$ cat src/rtl/cpu_mc_pkg.sv
// Shared definitions for the multi-cycle Hack-style CPU: FSM states,
// instruction field positions and flag bit indices.
package cpu_mc_pkg;

    typedef enum logic [2:0] {
        FETCH,
        DECODE,
        MEM_RD,
        EXEC,
        MEM_WR,
        HALT
    } state_e;

    localparam int unsigned A_BIT = 12;
    localparam int unsigned C_LSB = 6;
    localparam int unsigned D_LSB = 3;
    localparam int unsigned J_LSB = 0;

    localparam int unsigned NG = 2;
    localparam int unsigned ZR = 1;
    localparam int unsigned PS = 0;

    localparam logic [2:0] FLAG_RESET = 3'b010;

endpackage

$ cat src/rtl/cpu_mc_alu.sv
// Combinational Hack ALU of parametrised width; arithmetic wraps modulo 2^DATA_W.
module alu_w #(
    parameter int unsigned DATA_W = 16
) (
    input  logic [DATA_W-1:0] x,
    input  logic [DATA_W-1:0] y,
    input  logic [5:0]        c,
    output logic [DATA_W-1:0] out,
    output logic              ng,
    output logic              zr
);

    logic [DATA_W-1:0] xs;
    logic [DATA_W-1:0] ys;
    logic [DATA_W-1:0] raw;

    // c = {zx, nx, zy, ny, f, no}
    always_comb begin
        xs = c[5] ? '0 : x;
        if (c[4]) xs = ~xs;
        ys = c[3] ? '0 : y;
        if (c[2]) ys = ~ys;
        raw = c[1] ? (xs + ys) : (xs & ys);
        out = c[0] ? ~raw : raw;
    end

    assign ng = out[DATA_W-1];
    assign zr = (out == '0);

endmodule

$ cat src/rtl/cpu_mc.sv
// Multi-cycle Hack-style CPU with valid/ack handshakes to instruction and data memory.
// Control fields always live in instr[15:0]; DATA_W only widens the datapath.
module cpu_mc
    import cpu_mc_pkg::*;
#(
    parameter int unsigned DATA_W = 16,
    parameter int unsigned ADDR_W = 15
) (
    input  logic              clk,
    input  logic              reset,
    input  logic [DATA_W-1:0] instr,
    input  logic              instr_valid,
    output logic [ADDR_W-1:0] pc,
    input  logic [DATA_W-1:0] inM,
    input  logic              mem_ack,
    output logic              mem_rd,
    output logic              wrtM,
    output logic [DATA_W-1:0] outM,
    output logic [ADDR_W-1:0] addrM,
    output logic [2:0]        flagM,
    output logic              halted
);

    state_e state;
    state_e stateNext;

    logic [DATA_W-1:0] instrReg;
    logic [DATA_W-1:0] regA;
    logic [DATA_W-1:0] regD;
    logic [DATA_W-1:0] mLatch;
    logic [DATA_W-1:0] aluY;
    logic [DATA_W-1:0] aluOut;
    logic              aluNg;
    logic              aluZr;
    logic [2:0]        aluFlags;

    logic [ADDR_W-1:0] wrAddr;
    logic [ADDR_W-1:0] pcPending;
    logic [ADDR_W-1:0] pcInc;
    logic [ADDR_W-1:0] jumpTarget;
    logic [ADDR_W-1:0] pcNext;

    logic       isCInstr;
    logic       aBit;
    logic [5:0] cBits;
    logic [2:0] dBits;
    logic [2:0] jBits;
    logic       jumpTaken;
    logic       haltHit;

    assign isCInstr = instrReg[DATA_W-1];
    assign aBit     = instrReg[A_BIT];
    assign cBits    = instrReg[C_LSB +: 6];
    assign dBits    = instrReg[D_LSB +: 3];
    assign jBits    = instrReg[J_LSB +: 3];

    assign aluY = aBit ? mLatch : regA;

    alu_w #(.DATA_W(DATA_W)) uAlu (
        .x   (regD),
        .y   (aluY),
        .c   (cBits),
        .out (aluOut),
        .ng  (aluNg),
        .zr  (aluZr)
    );

    always_comb begin
        aluFlags     = '0;
        aluFlags[NG] = aluNg;
        aluFlags[ZR] = aluZr;
        aluFlags[PS] = ~aluNg & ~aluZr;
    end

    // Jump target and write address both come from A as it was before EXEC.
    assign jumpTarget = regA[ADDR_W-1:0];
    assign pcInc      = pc + 1'b1;
    assign jumpTaken  = |(jBits & aluFlags);
    assign pcNext     = jumpTaken ? jumpTarget : pcInc;
    assign haltHit    = jumpTaken && (jumpTarget == pc) && (dBits == '0);

    always_ff @(posedge clk or negedge reset) begin
        if (!reset) begin
            state <= FETCH;
        end else begin
            state <= stateNext;
        end
    end

    always_comb begin
        stateNext = state;
        mem_rd    = 1'b0;
        wrtM      = 1'b0;
        halted    = 1'b0;
        addrM     = regA[ADDR_W-1:0];
        unique case (state)
            FETCH: begin
                if (instr_valid) stateNext = DECODE;
            end
            DECODE: begin
                if (!isCInstr)  stateNext = FETCH;
                else if (aBit)  stateNext = MEM_RD;
                else            stateNext = EXEC;
            end
            MEM_RD: begin
                mem_rd = 1'b1;
                if (mem_ack) stateNext = EXEC;
            end
            EXEC: begin
                if (haltHit)       stateNext = HALT;
                else if (dBits[0]) stateNext = MEM_WR;
                else               stateNext = FETCH;
            end
            MEM_WR: begin
                wrtM  = 1'b1;
                addrM = wrAddr;
                if (mem_ack) stateNext = FETCH;
            end
            HALT: begin
                halted = 1'b1;
            end
            default: stateNext = FETCH;
        endcase
    end

    always_ff @(posedge clk or negedge reset) begin
        if (!reset) begin
            pc        <= '0;
            regA      <= '0;
            regD      <= '0;
            outM      <= '0;
            flagM     <= FLAG_RESET;
            instrReg  <= '0;
            mLatch    <= '0;
            wrAddr    <= '0;
            pcPending <= '0;
        end else begin
            unique case (state)
                FETCH: begin
                    if (instr_valid) instrReg <= instr;
                end
                DECODE: begin
                    if (!isCInstr) begin
                        regA <= {1'b0, instrReg[DATA_W-2:0]};
                        pc   <= pcInc;
                    end
                end
                MEM_RD: begin
                    if (mem_ack) mLatch <= inM;
                end
                EXEC: begin
                    outM   <= aluOut;
                    flagM  <= aluFlags;
                    wrAddr <= regA[ADDR_W-1:0];
                    if (dBits[2]) regA <= aluOut;
                    if (dBits[1]) regD <= aluOut;
                    // A memory write defers the pc update until its ack arrives.
                    if (dBits[0]) pcPending <= pcNext;
                    else          pc        <= pcNext;
                end
                MEM_WR: begin
                    if (mem_ack) pc <= pcPending;
                end
                default: ;
            endcase
        end
    end

endmodule

$ cat config.mk
export PLATFORM = sky130hd
export DESIGN_NAME = cpu_mc
export DESIGN_NICKNAME = d
export VERILOG_FILES = /design/src/rtl/cpu_mc_pkg.sv /design/src/rtl/cpu_mc_alu.sv /design/src/rtl/cpu_mc.sv
export SDC_FILE = /design/constraint.sdc
export NUM_CORES = 1
export LEC_CHECK = 0
export ABC_AREA = 1
export BUFFER_PORTS_ARGS = -buffer_cell sky130_fd_sc_hd__buf_2
export CORE_ASPECT_RATIO = 1.75
export CORE_MARGIN = 2
export CORE_UTILIZATION = 47
export CTS_CLUSTER_DIAMETER = 60
export DETAILED_ROUTE_END_ITERATION = 12
export GPL_ROUTABILITY_DRIVEN = 0
export PLACE_DENSITY = 0.64
export SYNTH_ARGS = -nofsm -noshare
export SYNTH_HDL_FRONTEND = slang
export SYNTH_SLANG_ARGS = --single-unit
$ cat constraint.sdc
create_clock -name clk -period 5 [get_ports clk]
set_clock_uncertainty 0.2 [all_clocks]
set_input_delay 0.25 -clock clk [delete_from_list [all_inputs] [get_ports clk]]
set_output_delay 0.25 -clock clk [all_outputs]
set_load 0.1 [all_outputs]
* Word level (Yosys, flattened, before mapping)
Cells that the tools add are included.
Storage, ports and cells: input bits 36, logic and storage cells 75, flip-flop bits (word level) 131, output and inout bits 52
Operators by class: equality and inequality tests 12, muxes and demuxes 27, add/subtract/negate cells 2, reduce and logical (&&, ||, !) cells 15, bitwise gates (word level) 9
Operator list (count):
- 16-bit 2-to-1 mux | 9
- 15-bit 2-to-1 mux | 5
- 16-bit NOT | 3
- 15-bit case mux with 3 select lines | 1
- 16-bit case mux with 2 select lines | 1
- 3-bit case mux with 6 select lines | 1
- 16-bit adder | 1
- 16-bit AND | 1
- 16-bit logical NOT | 1
- 15-bit by 1-bit adder with 15-bit output (second input constant) | 1
- 15-bit == test | 1
- 3-bit 2-to-1 mux | 5
- 2-bit inequality test (second input constant) | 6
- 2-bit AND reduction | 4
- 4-bit AND reduction | 2
- 3-bit by 2-bit == test with 1-bit output (second input constant) | 2
- 3-bit == test (second input constant) | 2
- 3-bit logical NOT | 2
- 1-bit 2-to-1 mux | 4
- 3-bit AND | 1
- 3-bit by 1-bit == test with 1-bit output (second input constant) | 1
- 1-bit NOT | 3
- 3-bit AND reduction | 1
- 3-bit nonzero test | 1
- 5 further kinds | 6

* Longest topological paths before layout
Gate-level depths: netlist (run 1).
depth after elaboration 17, mapped depth 27, gate-level depth less buffers 26

* Modules after synthesis
A second synthesis (run 1) with hierarchy kept.
Second synthesis, totals: cells, all modules 1177, area total of the unflattened synthesis 8501.9 µm²
By module, submodules not included:
- cpu_mc | area each 6412.4 µm², cells each 758, times used 1
- alu_w | area each 2089.5 µm², cells each 419, times used 1

* Worst setup path after synthesis (run 1)
OpenSTA, ideal clock, no wires.
kind reg-to-output, start reg state[0], end out addrM[10], required time 4.550 ns, data arrival time 3.887 ns, cell stages (with the launch flop) 8, path buffers 3, path slack 0.663 ns, cells stage by stage dfrtp_1 -> nor2_1 -> nand2_1 -> inv_1 -> clkbuf_1 -> clkbuf_1 -> clkbuf_1 -> o21ai_0
On the way: cells in the longest elaborated chain, start to end 2
RTL lines:
- start: declaration | RTL line cpu_mc.sv:24 | state_e state;
- start signal: assignment | RTL line cpu_mc.sv:86 | state <= stateNext;
- 3-bit == test | RTL line cpu_mc.sv:96 | unique case (state)
- 15-bit 2-to-1 mux | RTL line cpu_mc.sv:96
- end: declaration | RTL line cpu_mc.sv:19 | output logic [ADDR_W-1:0] addrM,
No other way between the ends.

* Worst setup path in the final report (run 1)
start reg instrReg[12], end reg pc[3]
On the way: cells in the longest elaborated chain, start to end 16, elaborated cells between the ends (all ways) 18, those cells by class add/sub: 1; mux: 8; bitwise: 7; reduce/logical: 2
RTL lines:
- start: declaration | RTL line cpu_mc.sv:27 | logic [DATA_W-1:0] instrReg;
- start signal: assignment | RTL line cpu_mc.sv:140 | if (instr_valid) instrReg <= instr;
- 16-bit 2-to-1 mux (*) | RTL line cpu_mc.sv:57 | assign aluY = aBit ? mLatch : regA;
- 16-bit 2-to-1 mux (*) | RTL line cpu_mc_alu.sv:21 | ys = c[3] ? '0 : y;
- 16-bit NOT | RTL line cpu_mc_alu.sv:22 | if (c[2]) ys = ~ys;
- 16-bit 2-to-1 mux (*) | RTL line cpu_mc_alu.sv:22
- 16-bit adder / 16-bit AND (equally long branches) | RTL line cpu_mc_alu.sv:23 | raw = c[1] ? (xs + ys) : (xs & ys);
- 16-bit 2-to-1 mux (*) | RTL line cpu_mc_alu.sv:23
- 16-bit NOT | RTL line cpu_mc_alu.sv:24 | out = c[0] ? ~raw : raw;
- 16-bit 2-to-1 mux (*) | RTL line cpu_mc_alu.sv:24
- 16-bit logical NOT | RTL line cpu_mc_alu.sv:28 | assign zr = (out == '0);
- 1-bit NOT | RTL line cpu_mc.sv:72 | aluFlags[PS] = ~aluNg & ~aluZr;
- 1-bit AND | RTL line cpu_mc.sv:72
- 3-bit AND (*) | RTL line cpu_mc.sv:78 | assign jumpTaken = |(jBits & aluFlags);
- 3-bit OR reduction (*) | RTL line cpu_mc.sv:78
- 15-bit 2-to-1 mux (*) | RTL line cpu_mc.sv:79 | assign pcNext = jumpTaken ? jumpTarget : pcInc;
- 15-bit 2-to-1 mux (*) | RTL line cpu_mc.sv:158 | if (dBits[0]) pcPending <= pcNext;
- 15-bit case mux with 3 select lines (*) | RTL line cpu_mc.sv:138 | unique case (state)
- end signal: assignment | RTL line cpu_mc.sv:145 | pc <= pcInc;
- end signal: assignment | RTL line cpu_mc.sv:159 | else pc <= pcNext;
- end signal: assignment | RTL line cpu_mc.sv:162 | if (mem_ack) pc <= pcPending;
- end: declaration | RTL line cpu_mc.sv:13 | output logic [ADDR_W-1:0] pc,
Mark *: on every way between the ends. The rest lies on a longest branch, timed or not. The select of a mux whose other input is x is not followed. A chain may end at the register's enable or synchronous reset.

==> results of run 1 <==
[timing repair]
| action | CTS | global route |
|---|---|---|
| hold endpoints to repair | 117 | 0 |
| hold buffers | 33 | 0 |
| resized for setup | 0 | 0 |
| buffers inserted | 0 | 0 |
[logic make-up after synthesis]
kind of cell | share of synthesized area [%]
AND/OR/NAND/NOR | 29.52
buffers and inverters | 8.421
AO/OA/AOI/OAI | 10.83
flip-flops | 38.70
XOR/XNOR | 6.145
multiplexers | 3.616
adder cells (fa/ha/maj) | 2.767
[report_power, final]
part / switching, W / internal, W / total, W
logic: 0.0000290 / 0.0000276 / 0.0000566
registers: 0 / 0.00105 / 0.00105
clock network: 0.000489 / 0.000744 / 0.00123
[stage by stage]
step                util, %  hold WS [ns]
global route          56.73       0.09113
global placement      51.53        0.1847
detailed placement    51.53        0.1820
CTS                   56.73       0.02049
finish                56.73       0.03048
floorplan                 -       -0.2456
[layout make-up]
class,count,area [um2],area share (%)
multi-input cells,796,4456,44.79
flip-flops and latches,130,3254,32.71
repair buffers,136,892.1,8.967
inverters,127,476.7,4.792
clock buffers,19,442.9,4.452
well taps,231,289.0,2.905
clock inverters,13,137.6,1.383
[layer usage]
layer | share of wire (%) | vias up | global-route usage [%]
li1 | - | 3787 | -
met1 | 38 | 3716 | 30.11
met2 | 54 | 227 | 49.12
met3 | 3.8 | 73 | 3.283
met4 | 4.5 | 0 | 14.13
met5 | 0 | - | 0
[worst max-delay path: stages, from the launching register on]
cell and delay [ns]:
dfrtp_1 0.39, inv_1 0.18, buf_4 0.22, a21oi_1 0.08, o21ai_0 0.13, xor2_1 0.18, ha_1 0.22, inv_1 0.08
fa_1 0.38, inv_1 0.10, nand3_1 0.10, nand2_1 0.16, nand2_1 0.09, nand3_1 0.07, nand3_1 0.10, nand2_1 0.08
nand2_1 0.07, nand2_1 0.12, nand3_1 0.12, nor2_4 0.16, nand3_4 0.10, nand3_4 0.08, buf_4 0.28, nand3_1 0.16
nand3_1 0.13, a21oi_1 0.07
[cell usage in the layout (no fill, tap or decap), types with 9 or more instances in the layout]
master           n
dfrtp_1        129
o21ai_0         63
a221oi_1        12
dlygate4sd3_1   33
buf_4           16
clkbuf_16       17
a21oi_1         49
nor2_1          46
a21oi_2         10
nand2_2         18
buf_2           86
nand3_2         25
ha_1            17
a22oi_1         15
nand3_1         90
mux2_2          27
xor2_1          53
inv_1          116
nand4_1          9
nand2_1        317
[state kept, by name (all words and copies together), names as in the netlist, 3 cells and up]
register,count
state,3
wrAddr,15
outM,16
pc,15
regA,16
mLatch,16
instrReg,16
pcPending,15
regD,16
[final timing paths]
| path | from | endpoint | slack [ns] | depth (start not counted) |
|---|---|---|---|---|
| max | instrReg[12]$_DFFE_PN0P_ | pc[3]$_DFFE_PN0P_ | 0.82 | 25 |
| min | mem_ack | state[2]$_DFFE_PN0P_ | 0.03 | 5 |
| max reg2reg | instrReg[12]$_DFFE_PN0P_ | pc[3]$_DFFE_PN0P_ | 0.82 | 25 |
| min reg2reg | outM[14]$_DFFE_PN0P_ | outM[14]$_DFFE_PN0P_ | 0.28 | 2 |
| max in group asynchronous | reset | regD[8]$_DFFE_PN0P_ | 3.21 | 3 |
| min in group asynchronous | reset | wrAddr[2]$_DFFE_PN0P_ | 0.23 | 2 |
==> results.yml, run 1 <==
place:
  dp_cells: 1387
  io_buffers: 87
  dp_worst_setup_slack_ns: 0.8611
  dpl_cell_area_um2: 9037
  dp_hpwl_mm: 17.79
clock_tree:
  cts.sinks: 130
  cts-root-buf: "clkbuf_16"
  cts.clk_slew.worst_paths_ns: 0.06
  h-tree-depth: 4
  clkLatencyLatePin_ns: 0.43
  numCtsBuffers: 17
  clk_path_buf_depth: 2
  cts_tree: "built"
timing:
  max_freq_ghz: 0.2390
  finalCritPeriodShare_pct: 83.67
  finalSetupViolations: 0
  drv_slew: 0
  hold_violations: 0
  tns_ns: 0
  layout_setup_ws_ns: 0.8166
  rsz0062_at_grt: "no"
  worst_pin_slew_ns: 0.8687
  slew_headroom_pct: 41.95
  fin_crit_ns: 4.183
synth:
  synth_area_um2: 8409
  synth_flop_cell: "dfrtp_1"
  synth_edf_count: 0
  synth_common_cells: "318 x nand2_1, 129 x dfrtp_1, 116 x inv_1"
  synth_fp_nets: 1158
  synth_top_area_share_pct: 38.39
  yosysMostFrequentCell: "nand2_1"
  synth-seq-cells: 130
  ys_top_cells_by_area: "dfrtp_1 38%, nand2_1 14%, xor2_1 5.5%, nand3_1 5.4%, inv_1 5.2%"
  yosysWarnings: 0
  yosysUniqueCellTypes: 42
  ys_seq_area_share_pct: 38.70
  synthArstFlopShare_pct: 100.0
  synthCells: 1104
  syn_avg_cell_area_um2: 7.617
  yosysTopAreaCell: "dfrtp_1"
finish:
  drive_gt1_share_pct: 19.66
  fin_area_um2: 9948
  nets: 1262
  syn_to_final_growth_pct: 18.30
  num-fill-cells: 1652
  diodes: 0
  instances_no_fill: 1452
route:
  wl_mm: 24.90
  wl_per_cell_um: 17.15
  dr_total_vias: 7803
  drtPass1Iterations: 5
  drc: 0
  drt_iter0_drc: 503
  viasPerCell: 5.374
  postRouteAntennaNets: 0
power_and_ir_drop:
  p_leak_nw: 5.435
  vdd_drop_max_uv: 188.5
  powerDensity_nw_per_um2: 235.4
  finalPower_w: 0.002342
setup_path:
  startpoint_type: "flip-flop"
  critPathArrivalTime_ns: 4.29
  worstPathMaxFanout: 15
  cp.required_ns: 5.11
  worst_setup_path_end_kind: "flip-flop"
  crit_type: "reg -> reg"
floorplan:
  initial_core_util_pct: 47.95
  core_um2: 17540
  dieHeight_um: 181.0
  fp.dieW_um: 105.1
  ios: 88
  dieArea_um2: 19020
  fp-row-count: 64
global_route:
  grt_max_degree: 87
  gr-total-overflow: 0
  antenna_found_initial: 0
  grt_pass1_wl_mm: 39.94
  gr-usage-all-layers_pct: 26.89
  first_global_vias: 7699
status:
  outcome: "completed"
worst_hold_path:
  worst_hold_path_type: "in -> reg"
job:
  cap_violations: 0
Power figures use the tool's default switching activity.
==> run 2, diff against run 1 <==
--- a/config.mk
+++ b/config.mk
@@ -13,7 +13,7 @@
 export CTS_CLUSTER_DIAMETER = 60
 export DETAILED_ROUTE_END_ITERATION = 12
 export GPL_ROUTABILITY_DRIVEN = 0
-export PLACE_DENSITY = 0.64
+export PLACE_DENSITY = 0.67
 export SYNTH_ARGS = -nofsm -noshare
 export SYNTH_HDL_FRONTEND = slang
 export SYNTH_SLANG_ARGS = --single-unit
==> constraint.sdc (replaced) <==
create_clock -name clk -period 3.6 [get_ports clk]
set_clock_uncertainty 0.2 [all_clocks]
set_input_delay 0.18 -clock clk [delete_from_list [all_inputs] [get_ports clk]]
set_output_delay 0.18 -clock clk [all_outputs]
set_load 0.1 [all_outputs]
==> results.yml, run 2 (synthesis results as in run 1) <==
global_route:
  gr-total-overflow: 0
  antenna_found_initial: 0
  grt_max_degree: 70
  first_global_vias: 8267
  gr-usage-all-layers_pct: 27.75
  grt_pass1_wl_mm: 41.50
timing:
  tns_ns: -4.958
  hold_violations: 0
  fin_crit_ns: 3.815
  worst_pin_slew_ns: 1.142
  drv_slew: 0
  layout_setup_ws_ns: -0.2155
  slew_headroom_pct: 23.56
  max_freq_ghz: 0.2621
  rsz0062_at_grt: "yes"
  holdWs_ns: 0.1040
  finalCritPeriodShare_pct: 106.0
  finalSetupViolations: 32
place:
  dp_hpwl_mm: 18.46
  dpl_cell_area_um2: 9848
  dp_worst_setup_slack_ns: -0.3583
  io_buffers: 87
clock_tree:
  cts_tree: "built"
  numCtsBuffers: 17
  clk_path_buf_depth: 2
  clkLatencyLatePin_ns: 0.43
  cts.clk_slew.worst_paths_ns: 0.06
  cts-root-buf: "clkbuf_16"
  cts.sinks: 130
  h-tree-depth: 4
finish:
  layout_commonest_cell: "nand2_1"
  syn_to_final_growth_pct: 32.63
  final_cell_mix: "303 x nand2_1, 128 x dfrtp_1, 117 x buf_4, 112 x inv_1, 86 x buf_2"
  fin_area_um2: 11150
  drive_gt1_share_pct: 29.76
  nets: 1375
setup_path:
  critPathArrivalTime_ns: 3.97
  slowest_stage: "dfrtp_2"
  path_buf_inv: 3
  crit_top_cell: "nand2_1"
  cp_slowest_stage_delay_ns: 0.46
  cp.required_ns: 3.75
  cpLargestDelayFamily: "simple AND/OR/NAND/NOR gates"
  worstPathMaxFanout: 8
  startpoint_type: "flip-flop"
  crit_type: "reg -> reg"
  crit_chain: "buf_4, buf_4, a21oi_1, o21ai_0, xor2_1, ha_1, nand2_1, nor2_2, and2_1, nand2_1, nand3_1, nand3_1, nand2_1, nand2_1, nand2_1, nand2_2, nor2_4, nand3_4, nand3_4, nand3_4, buf_6, nand2_2, nand3_2, a21oi_2"
  worst_setup_path_end_kind: "flip-flop"
route:
  dr_total_vias: 8330
  viasPerCell: 5.319
  wl_mm: 26.00
  wl_per_cell_um: 16.60
  drt_iter0_drc: 587
  postRouteAntennaNets: 0
  drtPass1Iterations: 5
  drc: 0
floorplan:
  dieHeight_um: 181.0
  fp-row-count: 64
  fp.dieW_um: 105.1
  ios: 88
  core_um2: 17540
  initial_core_util_pct: 47.95
  dieArea_um2: 19020
worst_hold_path:
  worst_hold_path_type: "in -> reg"
power_and_ir_drop:
  vdd_drop_max_uv: 261.8
  powerDensity_nw_per_um2: 311.6
  finalPower_w: 0.003475
  p_leak_nw: 6.056
status:
  outcome: "complete, but fails checks"
  violations: "setup timing"
job:
  cap_violations: 0
[run 2: changes by cell type in the layout (fill, tap and decap cells not counted), moves of 6 or more]
cell	delta
nor2_1	-6
a21oi_2	+8
nand3_1	-7
o21ai_1	+11
nand3_2	+7
nand2_1	-14
buf_12	+6
a21oi_1	-8
buf_4	+101
o21ai_0	-13
nand2_2	+9
[run 2: worst paths after layout]
check	slack (ns)	endpoint	from	depth (start not counted)
worst max-delay path	-0.22	pc[2]$_DFFE_PN0P_	instrReg[9]$_DFFE_PN0P_	24
worst min-delay path	0.10	state[2]$_DFFE_PN0P_	instr_valid	5
worst max register to register	-0.22	pc[2]$_DFFE_PN0P_	instrReg[9]$_DFFE_PN0P_	24
worst min register to register	0.28	outM[9]$_DFFE_PN0P_	outM[9]$_DFFE_PN0P_	2
max in group asynchronous	2.25	flagM[1]$_DFFE_PN1P_	reset	3
min in group asynchronous	0.12	mLatch[4]$_DFFE_PN0P_	reset	2
[run 2: worst min-delay path: cells and delay by family]
family	cells	cell delay [ns]
AO/OA/AOI/OAI	1	0.07
AND/OR/NAND/NOR	3	0.34
buffers and inverters	1	0.09
[run 2: layout make-up]
cell class / count / area, um2
Antenna cell: 1 / 2.502
Clock buffer: 19 / 442.9
Clock inverter: 13 / 207.7
Fill cell: 1517 / 6384
Inverter: 127 / 481.7
Multi-Input combinational cell: 796 / 4638
Sequential cell: 130 / 3256
Tap cell: 231 / 289.0
Timing Repair Buffer: 249 / 1836
[run 2: per-stage QoR]
step	std cells	utilization, %
5_1_grt	1565	63.58
6_report	1566	63.60
3_5_place_dp	1485	56.16
4_1_cts	1558	62.58
2_1_floorplan	1104	-
3_3_place_gp	1485	56.16
[run 2: report_power, final]
group | internal [W] | total [W] | switching [W]
logic | 0.0000406 | 0.0000824 | 0.0000418
registers | 0.00146 | 0.00146 | 0
clock network | 0.00125 | 0.00193 | 0.000683
[run 2: metal layers]
layer  wire length (um)  up-vias  share of wire [%]  global-route usage, %
li1                   -     4018                  -                      -
met1               9953     3984                 38                  30.95
met2              13880      265                 53                  50.47
met3               1018       63                3.9                  3.283
met4               1148        0                4.4                  15.47
met5                  0        -                  0                      0
[run 2: timing repair]
action | in CTS | in global routing
setup endpoints to repair | 32 | 34
gates cloned | 0 | 0
resized for setup | 27 | 39
pin swaps | 16 | 20
hold buffers | 35 | 0
hold endpoints to repair | 101 | 0
buffers inserted | 6 | 7
